===== config.mk =====
export PLATFORM = sky130hd
export DESIGN_NAME = fetch_sequencer
export DESIGN_NICKNAME = d
export VERILOG_FILES = /design/src/rtl/fetch_sequencer_pkg.sv /design/src/rtl/fetch_sequencer_ret_stack.sv /design/src/rtl/fetch_sequencer.sv
export SDC_FILE = /design/constraint.sdc
export NUM_CORES = 1
export LEC_CHECK = 0
export BUFFER_PORTS_ARGS = -buffer_cell sky130_fd_sc_hd__buf_2
export CAP_MARGIN = 20
export CORE_UTILIZATION = 49
export DETAILED_ROUTE_END_ITERATION = 8
export GPL_ROUTABILITY_DRIVEN = 0
export PLACE_DENSITY = 0.81
export SYNTH_ARGS = -nofsm -noshare
export SYNTH_HDL_FRONTEND = slang
export SYNTH_SLANG_ARGS = --single-unit

===== constraint.sdc =====
create_clock -name clk -period 2.1 [get_ports clk]
set_input_delay 0.21 -clock clk [delete_from_list [all_inputs] [get_ports clk]]
set_output_delay 0.21 -clock clk [all_outputs]
set_load 0.05 [all_outputs]

===== src/rtl/fetch_sequencer_pkg.sv =====
// Shared definitions for the fetch sequencer: FSM state encodings, the
// resolved control-flow decision, default widths/depths and the
// ret > call > jump priority decode.
package fetch_sequencer_pkg;

   localparam int INSTR_WORD_WIDTH = 8;
   localparam int INSTR_DATA_WIDTH = 8;
   localparam int RSTACK_DEPTH     = 4;

   typedef enum logic [2:0] {
      FS_IDLE   = 3'd0,
      FS_REQ    = 3'd1,
      FS_ISSUE  = 3'd2,
      FS_UPDATE = 3'd3,
      FS_HALTED = 3'd4
   } fs_state_t;

   typedef enum logic [1:0] {
      DEC_SEQ  = 2'd0,
      DEC_JUMP = 2'd1,
      DEC_CALL = 2'd2,
      DEC_RET  = 2'd3
   } fs_decision_t;

   function automatic fs_decision_t decode_flow(input logic jump, input logic call,
                                                input logic ret);
      if (ret)
         return DEC_RET;
      else if (call)
         return DEC_CALL;
      else if (jump)
         return DEC_JUMP;
      else
         return DEC_SEQ;
   endfunction

endpackage


===== src/rtl/fetch_sequencer_ret_stack.sv =====
// Return-address LIFO for the fetch sequencer.
// Ports:
//   clk, rst        clock / async active-low reset (clears pointer and contents)
//   push, push_data write push_data on top (ignored when full)
//   pop             discard top entry (ignored when empty)
//   top             current top entry (meaningless when empty)
//   full, empty     occupancy flags
// The FSM never asserts push and pop together.
module fetch_sequencer_ret_stack
   import fetch_sequencer_pkg::*;
#(
   parameter int WIDTH = INSTR_WORD_WIDTH,
   parameter int DEPTH = RSTACK_DEPTH
) (
   input  logic             clk,
   input  logic             rst,
   input  logic             push,
   input  logic             pop,
   input  logic [WIDTH-1:0] push_data,
   output logic [WIDTH-1:0] top,
   output logic             full,
   output logic             empty
);

   localparam int AW = $clog2(DEPTH);

   // sp counts occupied entries, so it needs one bit more than the index.
   logic [AW:0]      sp;
   logic [AW:0]      sp_m1;
   logic [WIDTH-1:0] mem [DEPTH];

   assign sp_m1 = sp - 1'b1;
   assign full  = (sp == (AW+1)'(DEPTH));
   assign empty = (sp == '0);
   assign top   = mem[sp_m1[AW-1:0]];

   always_ff @(posedge clk or negedge rst) begin
      if (!rst) begin
         sp <= '0;
         for (int i = 0; i < DEPTH; i++)
            mem[i] <= '0;
      end else if (push && !full) begin
         mem[sp[AW-1:0]] <= push_data;
         sp              <= sp + 1'b1;
      end else if (pop && !empty) begin
         sp <= sp - 1'b1;
      end
   end

endmodule


===== src/rtl/fetch_sequencer.sv =====
// Fetch sequencer: control side of the program counter. Fetches the word at
// pc_value over a req/ack memory port, presents it to the core over
// valid/ready, then updates the counter (increment, load target, or load a
// popped return address) for one cycle before the next fetch.
// Ports:
//   clk, rst                 clock / async active-low reset
//   run, halt                fetch enable level / stop request sampled at retire
//   pc_value                 current counter value (fetch address)
//   pc_we, pc_en, pc_data_in counter load / increment / load value
//   mem_req, mem_addr        program memory request and address
//   mem_ack, mem_data        program memory response
//   instr, instr_valid       instruction word to the core
//   instr_ready              core accepts instr; qualifies jump/call/ret/target
//   jump, call, ret, target  control-flow request from the core
//   stack_err                sticky return-stack overflow/underflow
//   busy                     not in IDLE or HALTED
//
// state     | meaning
// ----------+---------------------------------------------------------
// FS_IDLE   | waiting for run (halt wins)
// FS_REQ    | memory request at pc_value until ack, word captured
// FS_ISSUE  | word presented to core until ready, decision captured
// FS_UPDATE | one-cycle counter update and stack push/pop
// FS_HALTED | stopped; only reset leaves
module fetch_sequencer
   import fetch_sequencer_pkg::*;
#(
   parameter int WIDTH = INSTR_WORD_WIDTH,
   parameter int IW    = INSTR_DATA_WIDTH,
   parameter int DEPTH = RSTACK_DEPTH
) (
   input  logic             clk,
   input  logic             rst,
   input  logic             run,
   input  logic             halt,
   input  logic [WIDTH-1:0] pc_value,
   output logic             pc_we,
   output logic             pc_en,
   output logic [WIDTH-1:0] pc_data_in,
   output logic             mem_req,
   output logic [WIDTH-1:0] mem_addr,
   input  logic             mem_ack,
   input  logic [IW-1:0]    mem_data,
   output logic [IW-1:0]    instr,
   output logic             instr_valid,
   input  logic             instr_ready,
   input  logic             jump,
   input  logic             call,
   input  logic             ret,
   input  logic [WIDTH-1:0] target,
   output logic             stack_err,
   output logic             busy
);

   fs_state_t        state, state_nxt;
   fs_decision_t     dec_q;
   logic [IW-1:0]    instr_q;
   logic [WIDTH-1:0] target_q;
   logic             err_q;

   logic             push, pop, full, empty;
   logic [WIDTH-1:0] top;
   logic [WIDTH-1:0] ret_addr;

   // In UPDATE the counter still holds the address of the retiring
   // instruction, so the return address is simply the next one (wraps).
   assign ret_addr = pc_value + WIDTH'(1);

   fetch_sequencer_ret_stack #(
      .WIDTH (WIDTH),
      .DEPTH (DEPTH)
   ) u_ret_stack (
      .clk       (clk),
      .rst       (rst),
      .push      (push),
      .pop       (pop),
      .push_data (ret_addr),
      .top       (top),
      .full      (full),
      .empty     (empty)
   );

   always_ff @(posedge clk or negedge rst) begin
      if (!rst) begin
         state    <= FS_IDLE;
         dec_q    <= DEC_SEQ;
         instr_q  <= '0;
         target_q <= '0;
         err_q    <= 1'b0;
      end else begin
         state <= state_nxt;
         if (state == FS_REQ && mem_ack)
            instr_q <= mem_data;
         if (state == FS_ISSUE && instr_ready) begin
            dec_q    <= decode_flow(jump, call, ret);
            target_q <= target;
         end
         if (state == FS_UPDATE &&
             ((dec_q == DEC_CALL && full) || (dec_q == DEC_RET && empty)))
            err_q <= 1'b1;
      end
   end

   always_comb begin
      state_nxt   = state;
      mem_req     = 1'b0;
      mem_addr    = '0;
      instr       = '0;
      instr_valid = 1'b0;
      pc_we       = 1'b0;
      pc_en       = 1'b0;
      pc_data_in  = '0;
      push        = 1'b0;
      pop         = 1'b0;
      case (state)
         FS_IDLE: begin
            if (halt)
               state_nxt = FS_HALTED;
            else if (run)
               state_nxt = FS_REQ;
         end
         FS_REQ: begin
            mem_req  = 1'b1;
            mem_addr = pc_value;
            if (mem_ack)
               state_nxt = FS_ISSUE;
         end
         FS_ISSUE: begin
            instr_valid = 1'b1;
            instr       = instr_q;
            if (instr_ready)
               state_nxt = FS_UPDATE;
         end
         FS_UPDATE: begin
            case (dec_q)
               DEC_SEQ: pc_en = 1'b1;
               DEC_JUMP: begin
                  pc_we      = 1'b1;
                  pc_data_in = target_q;
               end
               DEC_CALL: begin
                  // A full stack drops the push but the jump is still taken.
                  push       = !full;
                  pc_we      = 1'b1;
                  pc_data_in = target_q;
               end
               DEC_RET: begin
                  // Underflow degrades to a sequential step.
                  if (!empty) begin
                     pop        = 1'b1;
                     pc_we      = 1'b1;
                     pc_data_in = top;
                  end else begin
                     pc_en = 1'b1;
                  end
               end
               default: pc_en = 1'b1;
            endcase
            if (halt)
               state_nxt = FS_HALTED;
            else if (run)
               state_nxt = FS_REQ;
            else
               state_nxt = FS_IDLE;
         end
         FS_HALTED: state_nxt = FS_HALTED;
         default:   state_nxt = FS_IDLE;
      endcase
   end

   assign stack_err = err_q;
   assign busy      = (state != FS_IDLE) && (state != FS_HALTED);

endmodule

==> reports/metrics.yaml, run 1 <==
wl_um: 6430
synth_fp_nets: 309
slowest_stage: "dfrtp_1"
rows: 27
yosysSeqAreaShare_pct: 49.1
grt_max_degree: 34
met3_usage_pct: 4.02
synth_top_area_share_pct: 49.1
met2_usage_pct: 34.1
top_usage_layer: "met2"
fp.dieW_um: 79.0
crit_buf_inv: 3
antenna_found_initial: 0
synthCells: 267
synth.avg_cell_area_um2: 10.9
port_buffers: 62
drive_gt1_share_pct: 43.1
path_cells: "inv_2 -> ha_4 -> buf_6 -> mux4_2 -> a22oi_2 -> nor2_2 -> buf_6"
finalCriticalPeriod_ns: 2.12
slowest_delay_ns: 0.41
status: "finished, violations left"
worstHoldPathType: "in2reg"
htreeDepth: 3
crit_type: "reg2out"
cts_root_buffer: "clkbuf_8"
cts.path.max_buffers: 2
vdd_ir_drop_max_uv: 390
power_mw: 2.75
die_h_um: 79.0
worst_pin_slew_ns: 0.623
grt-ovfl-total: 0
nets: 383
start_kind: "register"
ant_nets: 0
ys_types: 37
ys_seq_elements: 57
ys_top_cells_by_area: "dfrtp_1 49%, mux2_2 7.7%, mux4_2 6.2%"
slew_headroom_pct: 58.5
async_reset_ff_share_pct: 100
clock_latency_ns: 0.34
crit_path_end_kind: "primary output"
ys.flop_type: "dfrtp_1"
dr.pass1.iters: 4
grt_pass1_wl_um: 10200
leakagePower_nw: 1.70
finalCritPeriodShare_pct: 101
vias_per_cell: 5.43
final_util_pct: 65.9
grtUsageTotal_pct: 21.9
die_area_um2: 6250
finalSetupTns_ns: -0.0772
critPathTopFamily: "flip-flops"
grt_pass1_vias: 2197
cts_num_sinks: 57
crit_required_ns: 1.89
core_region_area_um2: 5610
finalSetupViolations: 6
fmax_ghz: 0.472
final_max_slew_viol_count: 0
yosysTopAreaCell: "dfrtp_1"
numCtsBuffers: 9
dp_hpwl_um: 4540
drtIter0Drc: 148
multi_input_area_um2: 1450
seqCellArea_um2: 1430
antenna_cells: 0
maxCapViolCount: 0
synth_edf_count: 0
io_pins: 63
layout_setup_ws_ns: -0.0206
grtUsageMet1_pct: 28.7
p_per_area_nw_per_um2: 744
rsz0062_at_grt: "true"
crit_path_frequent_cell: "buf_6"
drc: 0
start_util_pct: 51.9
arrival_ns: 1.91
post_drt_wl_per_cell_um: 15.4
violations: "setup timing"
synthToLayoutAreaGrowth_pct: 27.2
hold_viol_final: 0
netlist_area_um2: 2910
finClkSkew_ns: 0.00540
crit_path_max_fanout: 6
path_clk_slew_ns: 0.07
fillCellCount: 429
vias: 2269
tritoncts: "yes"
ys_warn_count: 0
==> report_power, final <==
| group | internal [mW] | total, mW | switching [mW] |
|---|---|---|---|
| clock network | 0.661 | 1.10 | 0.439 |
| logic | 0.188 | 0.406 | 0.218 |
| registers | 1.19 | 1.25 | 0.0529 |
==> Yosys cell counts (3+ instances only) <==
cell,count
nor3_1,3
mux4_2,8
nand3_1,6
buf_2,6
dfrtp_1,57
xnor2_1,5
o21ai_0,29
inv_1,5
a22oi_1,8
mux2_2,20
ha_1,9
nor2_1,21
nand2_1,29
a21oi_1,11
and2_1,17
xor2_1,3
buf_6,3
nand2b_1,3
==> final timing paths <==
check,startpoint,endpoint,cells past startpoint,slack (ns)
max,u_ret_stack.sp[0],pc_data_in[4],7,-0.02
min,target[6],target_q[6],2,0.09
max reg2reg,dec_q[0],u_ret_stack.mem[23],7,0.20
min reg2reg,stack_err,stack_err,1,0.46
max in group asynchronous,rst,u_ret_stack.mem[26],3,1.08
min in group asynchronous,rst,instr_q[1],2,0.43
==> worst reg2reg max path, cell delays in order, from the launching register on <==
cell      delay (ns)
dfrtp_1         0.38
inv_1           0.09
ha_1            0.19
a21boi_1        0.49
nand3_1         0.21
buf_4           0.22
nand2_1         0.08
o21ai_0         0.09
==> stage by stage <==
step           cell area, um^2  cells  hold slack, ns  worst slack [ns]
4_1_cts                   3650    416          0.0887           -0.0301
5_1_grt                   3700    418          0.0857           -0.0874
3_5_place_dp              3340    397           0.265            0.0912
2_1_floorplan             2950    267         -0.0856            0.0350
6_report                  3700    418          0.0943           -0.0206
3_3_place_gp              3340    397           0.252             0.156
==> metal layers <==
layer | vias up | wire, um
li1 | 1076 | -
met1 | 1113 | 2880
met2 | 65 | 3150
met3 | 15 | 232
met4 | 0 | 167
met5 | - | 0
==> flip-flops by register name, summed over array words and instances (netlist names) <==
signal and flops:
dec_q 2, instr_q 8, stack_err 1, state 3, target_q 8, u_ret_stack.mem 32
u_ret_stack.sp 3
==> cell usage in the layout, fill, tap and decap left out, drive strengths merged <==
cell type	n
and3b	2
a21boi	1
nand3	6
a31o	1
nand2	29
and3	1
ha	9
mux2	21
a2bb2oi	1
nor2b	2
xor2	3
or2b	1
nand4b	2
nor3b	1
clkbuf	10
o211ai	1
buf	77
a22oi	8
dlygate4sd3	1
nand2b	3
a21oi	11
clkinv	3
or2	1
nor2	21
clkinvlp	1
bufinv	2
nor3	3
dfrtp	57
nand3b	1
mux4	8
and2b	1
o22a	1
and2	17
xnor2	5
inv	5
o21ai	29
==> final cells by class <==
| type | count | area share, % |
|---|---|---|
| Multi-Input combinational cell | 190 | 39.3 |
| Sequential cell | 57 | 38.6 |
| Timing Repair Buffer | 78 | 13.5 |
| Clock buffer | 10 | 3.45 |
| Tap cell | 72 | 2.44 |
| Clock inverter | 6 | 2.23 |
| Inverter | 5 | 0.508 |
==> timing repair <==
action,in CTS,in global routing
endpoints found under the setup margin,9,17
resized for setup,22,9
pin swaps,4,1
endpoints found under the hold margin,24,0
hold buffers,1,0
buffers inserted,2,2
==> logic make-up after synthesis <==
group	synth area share [%]
DFF	49.1
AOI/OAI and AO/OA	10.4
and+or+nand+nor	15.6
adders and majority gates	3.87
muxes	14.5
buffers and inverters	4.26
xor gates and xnor gates	2.41
Power figures use the tool's default switching activity.
==> inputs of run 2 (changes only) <==
CORE_UTILIZATION = 50   (was 49)
PLACE_DENSITY = 0.75   (was 0.81)
SYNTH_HIERARCHICAL = 1   (was not set)
==> run 2 against run 1 <==
The flow still finishes with violations (setup timing). Die area is 7.4% higher. Final area increased by 12%. Global-route usage grew 0.97 points. Sequential power up 13%. Setup slack lost 0.062 ns. Synthesized cell count down 13%. First-iteration DRC count shrank 47%. Critical path depth stayed put. Non-clock buffer count rose by 2. Largest cell class unchanged. Largest power group unchanged.
==> reports/metrics.yaml, run 2 <==
synth_fp_nets: 276  # was 309
netlist_area_um2: 3190  # was 2910 um^2
synthToLayoutAreaGrowth_pct: 30.0  # was 27.2%
synth.avg_cell_area_um2: 13.7  # was 10.9 um^2
ys_top_cells_by_area: "dfrtp_1 45%, mux2_4 14%, mux2_2 6.4%"  # was dfrtp_1 49%, mux2_2 7.7%, mux4_2 6.2%
finClkSkew_ns: 0.00740  # was 0.00540 ns
layout_setup_ws_ns: -0.0821  # was -0.0206 ns
hold_viol_final: 0  # unchanged
htreeDepth: 3  # unchanged
violations: "setup timing"  # unchanged
cts_num_sinks: 57  # unchanged
nets: 358  # was 383
fp.dieW_um: 81.9  # was 79.0 um
grt_pass1_vias: 2256  # was 2197
top_regs: "u_ret_stack/mem: 32 flops, instr_q: 8 flops, target_q: 8 flops"  # was u_ret_stack.mem: 32 flops, instr_q: 8 flops, target_q: 8 flops
start_kind: "register"  # unchanged
final_common_cell: "dfrtp_1"  # unchanged
antenna_cells: 0  # unchanged
yosysTopAreaCell: "dfrtp_1"  # unchanged
regToRegSetupSlack_ns: 0.07  # was 0.20 ns
async_reset_ff_share_pct: 100  # unchanged
antenna_found_initial: 0  # unchanged
crit_type: "reg2out"  # unchanged
drc: 0  # unchanged
maxCapViolCount: 0  # unchanged
rsz0062_at_grt: "true"  # unchanged
synthCells: 233  # was 267
min_to: "instr_q[7]"  # was target_q[6]
grt_max_degree: 33  # was 34
numCtsBuffers: 9  # unchanged
min_from: "mem_data[7]"  # was target[6]
ys_seq_elements: 57  # unchanged
slew_headroom_pct: 57.9  # was 58.5%
mostFrequentLayoutCells: "57 x dfrtp_1, 53 x buf_2, 30 x mux2_4, 18 x mux2_2, 17 x and2_1"  # was 57 x dfrtp_1, 53 x buf_2, 29 x nand2_1, 29 x o21ai_0, 20 x mux2_2
finalCriticalPeriod_ns: 2.18  # was 2.12 ns
cts_root_buffer: "clkbuf_8"  # unchanged
p_per_area_nw_per_um2: 782  # was 744 nW/um^2
path_clk_slew_ns: 0.06  # was 0.07 ns
vias_per_cell: 5.42  # was 5.43
dr.pass1.iters: 4  # unchanged
die_h_um: 81.9  # was 79.0 um
path_cells: "inv_2 -> ha_4 -> buf_12 -> mux4_2 -> a22oi_2 -> nor2_4 -> buf_6"  # was inv_2 -> ha_4 -> buf_6 -> mux4_2 -> a22oi_2 -> nor2_2 -> buf_6
power_mw: 3.24  # was 2.75 mW
post_drt_wl_per_cell_um: 17.0  # was 15.4 um
top_register: "u_ret_stack/mem"  # was u_ret_stack.mem
crit_required_ns: 1.89  # about the same
vias: 2134  # was 2269
crit_buf_inv: 3  # unchanged
clock_latency_ns: 0.34  # about the same
ys.flop_type: "dfrtp_1"  # unchanged
grt-ovfl-total: 0  # unchanged
grt_pass1_wl_um: 11000  # was 10200 um
io_pins: 63  # unchanged
timing.rr.end: "u_ret_stack/mem[12]"  # was u_ret_stack.mem[23]
core_region_area_um2: 6030  # was 5610 um^2
hold_slack_ns: 0.100  # was 0.0943 ns
tritoncts: "yes"  # unchanged
cp.depth: 7  # unchanged
slowest_stage: "dfrtp_1"  # unchanged
yosysSeqAreaShare_pct: 44.7  # was 49.1%
die_area_um2: 6710  # was 6250 um^2
arrival_ns: 1.97  # was 1.91 ns
slowest_delay_ns: 0.40  # was 0.41 ns
fmax_ghz: 0.458  # was 0.472 GHz
reg2reg_depth: 8  # was 7
ant_nets: 0  # unchanged
synth_edf_count: 0  # unchanged
yosys.cell_count.top_type: "dfrtp_1"  # unchanged
ys_types: 42  # was 37
crit_path_max_fanout: 4  # was 6
rows: 28  # was 27
vdd_ir_drop_max_uv: 510  # was 390 uV
largest_reg_flops: 32  # unchanged
final_max_slew_viol_count: 0  # unchanged
drtIter0Drc: 78  # was 148
drive_gt1_share_pct: 58.9  # was 43.1%
worstHoldPathType: "in2reg"  # unchanged
synth_top_area_share_pct: 44.7  # was 49.1%
yosys-top-cells-count: "57 x dfrtp_1, 30 x mux2_4, 18 x mux2_2"  # was 57 x dfrtp_1, 29 x nand2_1, 29 x o21ai_0
grtUsageTotal_pct: 22.8  # was 21.9%
ys_warn_count: 6  # was 0
start_util_pct: 53.0  # was 51.9%
cts.path.max_buffers: 2  # unchanged
hold-path-cell-count: 2  # unchanged
port_buffers: 62  # unchanged
wl_um: 6700  # was 6430 um
worst_pin_slew_ns: 0.631  # was 0.623 ns
critPathTopFamily: "flip-flops"  # unchanged
r2r-start: "u_ret_stack/sp[1]"  # was dec_q[0]
finalCritPeriodShare_pct: 104  # was 101%
crit_path_end_kind: "primary output"  # unchanged
finalSetupViolations: 7  # was 6
fillCellCount: 413  # was 429
dp_hpwl_um: 4610  # was 4540 um
status: "finished, violations left"  # unchanged
leakagePower_nw: 1.97  # was 1.70 nW
run 2: metal layers:
layer | up-vias | part of all wire (%) | track usage [%]
li1 | 996 | - | -
met1 | 1055 | 45 | 27.5
met2 | 65 | 48 | 37.9
met3 | 18 | 4.5 | 5.89
met4 | 0 | 2.6 | 11.1
met5 | - | 0 | 0
run 2: per-stage QoR:
step | cell area, um^2 | util [%] | setup slack [ns] | TNS (ns) | cells
floorplan | 3280 | - | 0.0220 | 0 | 233
global placement | 3700 | 61.4 | 0.0733 | 0 | 371
detailed placement | 3700 | 61.4 | 0.0315 | 0 | 371
CTS | 4120 | 68.4 | -0.0233 | -0.0763 | 393
global route | 4150 | 68.9 | -0.141 | -0.851 | 394
finish | 4150 | 68.9 | -0.0821 | -0.392 | 394
run 2: where the power goes:
part | total (mW) | internal, mW | leakage [nW] | switching, mW
clock network | 1.17 | 0.759 | 0.116 | 0.411
logic | 0.665 | 0.365 | 1.16 | 0.300
registers | 1.41 | 1.29 | 0.692 | 0.115
run 2: worst max-delay path by stage:
stage	start	end	slack [ns]
after floorplan	u_ret_stack/sp[0]	pc_data_in[0]	0.02
after global placement	u_ret_stack/sp[1]	pc_data_in[1]	0.07
after detailed placement	u_ret_stack/sp[1]	pc_data_in[1]	0.03
after CTS	u_ret_stack/sp[0]	pc_data_in[7]	-0.02
after global routing	u_ret_stack/sp[1]	pc_data_in[6]	-0.14
final	u_ret_stack/sp[1]	pc_data_in[1]	-0.08
run 2: logic make-up (layout without fill, tap and decap cells):
logic type | Yosys count | after routing | synth area share, %
AOI/OAI and AO/OA | 21 | 21 | 5.10
xor gates and xnor gates | 7 | 7 | 1.92
adders and majority gates | 10 | 10 | 3.92
buffers and inverters | 16 | 102 | 3.25
DFF | 57 | 57 | 44.7
muxes | 56 | 56 | 26.1
and+or+nand+nor | 66 | 66 | 15.0
run 2: cell type report:
cell class	instances	area, um^2	share of cell area, %
clock buffers	13	169	4.07
clock inverters	2	60.1	1.45
inverters	7	26.3	0.633
multi-input cells	160	1820	44.0
flip-flops and latches	57	1430	34.4
well taps	75	93.8	2.26
repair buffers	80	549	13.2
run 2: timing repair:
| item | 4_1_cts | 5_1_grt |
|---|---|---|
| pin swaps | 9 | 5 |
| setup buffers | 6 | 1 |
| gates resized for setup | 35 | 4 |
| hold buffers | 1 | 0 |
| hold endpoints to repair | 25 | 0 |
| setup endpoints to repair | 9 | 25 |
